[config.mk]
export PLATFORM = sky130hd
export DESIGN_NAME = pause_ctrl
export DESIGN_NICKNAME = d
export VERILOG_FILES = /design/src/rtl/pause_ctrl.sv
export SDC_FILE = /design/constraint.sdc
export NUM_CORES = 1
export LEC_CHECK = 0
export ABC_AREA = 1
export CORE_ASPECT_RATIO = 0.9
export CORE_UTILIZATION = 28
export CTS_CLUSTER_SIZE = 10
export DETAILED_ROUTE_END_ITERATION = 10
export PLACE_DENSITY = 0.59
export SYNTH_ARGS = -nofsm -noshare
export SYNTH_HDL_FRONTEND = slang
export SYNTH_SLANG_ARGS = --single-unit
[constraint.sdc]
create_clock -name clk -period 4.2 [get_ports clk]
set_input_delay 0.84 -clock clk [delete_from_list [all_inputs] [get_ports clk]]
set_output_delay 0.84 -clock clk [all_outputs]
set_load 0.02 [all_outputs]
[src/rtl/pause_ctrl.sv]
// pause_ctrl
//   Pause controller for the wire-cutting game. It sits between the
//   wire-selection logic and the game timer/display. Its pause output gates
//   the countdown.
//   - A new wire_to_cut freezes the game.
//   - A change of the displayed colour releases it.
//   - A player force-pause holds the game frozen.
//   - An optional timeout resumes the game automatically.
//   - A saturating counter records how many times the game was paused.
//
// Parameters
//   WIRE_W      width of wire_to_cut
//   COLOUR_W    width of curr_colour
//   TIMEOUT_CYC cycles spent in PAUSED before auto-resume (0 = no timeout)
//   CNT_W       width of the timeout counter (2^CNT_W > TIMEOUT_CYC)
//
// Ports
//   clk           system clock; all inputs are synchronous to it
//   reset         synchronous, active-high reset
//   wire_to_cut   current target wire from the game logic
//   curr_colour   colour currently shown to the player
//   force_pause   level input; while high, the controller stays PAUSED
//   pause         1 = game frozen (registered)
//   running       always the inverse of pause (registered)
//   timeout_pulse one-cycle strobe when the timeout resumes the game
//   pause_count   number of RUNNING->PAUSED transitions, saturates at 255
module pause_ctrl #(
  parameter int WIRE_W      = 3,
  parameter int COLOUR_W    = 3,
  parameter int TIMEOUT_CYC = 0,
  parameter int CNT_W       = 27
) (
  input  logic                clk,
  input  logic                reset,
  input  logic [WIRE_W-1:0]   wire_to_cut,
  input  logic [COLOUR_W-1:0] curr_colour,
  input  logic                force_pause,
  output logic                pause,
  output logic                running,
  output logic                timeout_pulse,
  output logic [7:0]          pause_count
);

  typedef enum logic {
    PAUSED  = 1'b0,
    RUNNING = 1'b1
  } state_t;

  localparam bit TMO_EN = (TIMEOUT_CYC != 0);
  // Last count value before release. It is only meaningful when TMO_EN is set.
  localparam logic [CNT_W-1:0] TMO_LAST = TMO_EN ? CNT_W'(TIMEOUT_CYC - 1) : '0;

  state_t              state_reg;
  logic [WIRE_W-1:0]   wire_q;
  logic [COLOUR_W-1:0] colour_q;
  logic [CNT_W-1:0]    tmo_cnt;
  logic                wire_chg;
  logic                colour_chg;

  // Compare each input against its value at the previous edge.
  // Reset loads the current inputs into wire_q and colour_q. This prevents a
  // false change from being seen on the first edge after reset.
  assign wire_chg   = (wire_to_cut != wire_q);
  assign colour_chg = (curr_colour != colour_q);

  always_ff @(posedge clk) begin
    if (reset) begin
      state_reg     <= PAUSED;
      pause         <= 1'b1;
      running       <= 1'b0;
      timeout_pulse <= 1'b0;
      pause_count   <= 8'd0;
      tmo_cnt       <= '0;
      wire_q        <= wire_to_cut;
      colour_q      <= curr_colour;
    end else begin
      wire_q        <= wire_to_cut;
      colour_q      <= curr_colour;
      timeout_pulse <= 1'b0;

      if (state_reg == PAUSED) begin
        // Check events in priority order.
        // A pause request beats a colour change, and a colour change beats
        // the timeout.
        if (force_pause || wire_chg) begin
          tmo_cnt <= '0;
        end else if (colour_chg) begin
          state_reg <= RUNNING;
          pause     <= 1'b0;
          running   <= 1'b1;
          tmo_cnt   <= '0;
        end else if (TMO_EN && (tmo_cnt == TMO_LAST)) begin
          state_reg     <= RUNNING;
          pause         <= 1'b0;
          running       <= 1'b1;
          timeout_pulse <= 1'b1;
          tmo_cnt       <= '0;
        end else if (TMO_EN) begin
          tmo_cnt <= tmo_cnt + 1'b1;
        end
      end else begin
        // A colour change on its own does nothing while RUNNING.
        if (wire_chg || force_pause) begin
          state_reg <= PAUSED;
          pause     <= 1'b1;
          running   <= 1'b0;
          tmo_cnt   <= '0;
          if (pause_count != 8'hFF) begin
            pause_count <= pause_count + 8'd1;
          end
        end
      end
    end
  end

endmodule
==> flow_summary.ini <==
[finish]
area_delta_synth_final_pct = 30.0
final_area_um2 = 1010
regMostFlops = pause_count
largest_registers = pause_count x8, colour_q x3, wire_q x3
antenna_cells = 0
nets = 136
nFillCells = 270
layout_commonest_cell = nand2_1
final_cells = 152
largest_reg_flops = 8
drive_above_1_share_pct = 7.26
final_cell_mix = nand2_1 (25), clkdlybuf4s50_1 (18), dfxtp_1 (17)

[grt]
grt-ovfl-total = 0
grt_usage_pct = 11.0
grt_pass1_wl_um = 2490
grt_pass1_vias = 598
grt_max_degree = 12
antenna_found_initial = 0

[sta]
period_needed_ns = 2.25
hold_violations = 0
period_share_pct = 53.5
drv_slew = 0
maxClockFrequency_mhz = 445
rsz0062_at_grt = no
finalClockSkew_ns = 0.00934
setup_tns_ns = 0
setup_viol = 0

[floorplan]
dieArea_um2 = 2980
initial_core_util_pct = 30.6
die_w_um = 57.4
die_h_um = 51.9
design.portCount = 20
coreArea_um2 = 2530
num_rows = 17

[job]
drv_cap = 0

[worst_setup_path]
regToRegStartpoint = wire_q[2]
crit_type = in -> reg
reg2regPathDepth = 7
worstPathArrival_ns = 2.44
worstPathRequired_ns = 4.39
path_buf_inv = 1
start_kind = input port
worstPathCellList = clkdlybuf4s50_1 -> xor2_1 -> nor3b_1 -> nand2_1 -> ha_1 -> nand3_1 -> xor2_1 -> nor2_1
path_max_fanout = 9
worstReg2RegEnd = pause_count[5]
crit_cells = 8
critPathTopFamily = simple AND/OR/NAND/NOR gates
crit_top_cell = xor2_1
cpMaxStageDelayCell = clkdlybuf4s50_1
cp-end-kind = flop
r2r_slack_ns = 2.59
worst_path_largest_cell_delay_ns = 0.43

[power]
ir_drop_v = 0.000188
leakage_nw = 0.428
power.density_nw_per_um2 = 293

[cts]
post_cts.repair.setup_buffers = 0
cts_tree = done
htree_levels = 1
hold_buffers = 0
clkTransAtPathRegs_ns = 0.12
ctsResizeCount = 0
numClockSinks = 17
clockRootBuffer = clkbuf_4
clk_path_buf_depth = 2
numCtsBuffers = 3
insertion_delay_ns = 0.30

[run_status]
violations = design-rule violations
status = finished, violations left

[logic_synthesis]
synthCells = 104
ys_ff_latch = 17
syn_nets = 115
ys_warn_count = 0
synth_area_per_cell_um2 = 7.45
yosysSeqAreaShare_pct = 43.9
synth_cell_types = 22
netlist_area_um2 = 774

[routing]
drt-pass1-iter-count = 7
routed_wl_um = 1420
routed_via_density = 4.56
dr.first_iter.drc_count = 30
wl_per_cell_um = 9.34
antenna_left = 0
vias = 693
drc = 1

[placed_design]
gp_congestion = 0.726
placed_area_um2 = 977
placedCellCount = 148
io_buffers = 18
dp_hpwl_um = 1070

[hold_path]
hold_end = pause
hp-start = pause
hold_depth = 2
min_path_type = reg -> reg
layout make-up:
class                   count  area [µm²]  share of cell area, %
repair buffers             18         180                   17.9
multi-input cells          72         373                   37.0
flip-flops and latches     17         340                   33.8
inverters                  13        48.8                   4.84
well taps                  28        35.0                   3.48
clock inverters             1        7.51                  0.745
clock buffers               3        22.5                   2.24
kinds of logic after synthesis:
| family | synth area share [%] |
|---|---|
| adder cells (fa/ha/maj) | 3.23 |
| XOR/XNOR | 3.39 |
| flip-flops | 43.9 |
| AO/OA/AOI/OAI | 6.95 |
| buffers and inverters | 7.92 |
| AND/OR/NAND/NOR | 34.1 |
| other | 0.484 |
synth_stat cells:
cell type / n / share of area [%]
a21oi_1: 5 / 3.2
inv_1: 13 / 6.3
o21ai_1: 1 / 0.65
nand2_4: 2 / 2.9
nor2_1: 11 / 5.3
nand2_2: 1 / 0.81
nand4_1: 2 / 1.6
buf_2: 1 / 0.65
nor2_2: 1 / 0.81
o22ai_1: 1 / 0.81
xor2_1: 3 / 3.4
nor3b_1: 2 / 1.9
dfxtp_1: 17 / 44
nand2_1: 25 / 12
buf_4: 1 / 0.97
ha_1: 2 / 3.2
a31oi_1: 2 / 1.6
nor3_1: 2 / 1.3
conb_1: 1 / 0.48
nor2_4: 1 / 1.5
nand3_1: 9 / 5.8
o21ai_0: 1 / 0.65
routing by layer:
metal | vias to the layer above | wire length (µm) | track usage [%]
met3 | 0 | 116 | 5.22
met1 | 298 | 677 | 13.7
met4 | 0 | 0 | 2.44
met2 | 25 | 626 | 17.1
li1 | 370 | - | -
met5 | - | 0 | 0
through the flow:
step	power (mW)	setup WS, ns	util (%)	hold slack [ns]
after floorplan	0.189	2.22	-	0.493
after global placement	0.203	1.70	38.6	0.455
after detailed placement	0.204	1.67	38.6	0.459
after CTS	0.300	1.97	39.8	0.486
after global routing	0.313	1.81	39.8	0.509
final	0.295	1.95	39.8	0.478
worst register-to-register path, cell delays in order, from the launching register on:
cell and delay (ns):
dfxtp_1 0.33, xor2_1 0.15, nor3b_1 0.23, nand2_1 0.10, ha_1 0.32, nand3_1 0.16
xor2_1 0.16, nor2_1 0.05
worst max path at each step:
| stage | start | endpoint | slack [ns] |
|---|---|---|---|
| 4_1_cts | pause_count[4] | pause_count[4] | 1.97 |
| 5_1_grt | wire_to_cut[2] | pause_count[5] | 1.81 |
| 2_1_floorplan | wire_to_cut[2] | pause_count[5] | 2.22 |
| 3_5_place_dp | wire_to_cut[2] | pause_count[5] | 1.67 |
| 3_3_place_gp | wire_to_cut[2] | pause_count[5] | 1.70 |
| 6_report | wire_to_cut[2] | pause_count[5] | 1.95 |
power by group:
part / switching (mW) / internal (mW)
logic: 0.0159 / 0.0154
registers: 0.00242 / 0.166
clock network: 0.0585 / 0.0363
No activity file was read; power rests on OpenSTA's default activity.
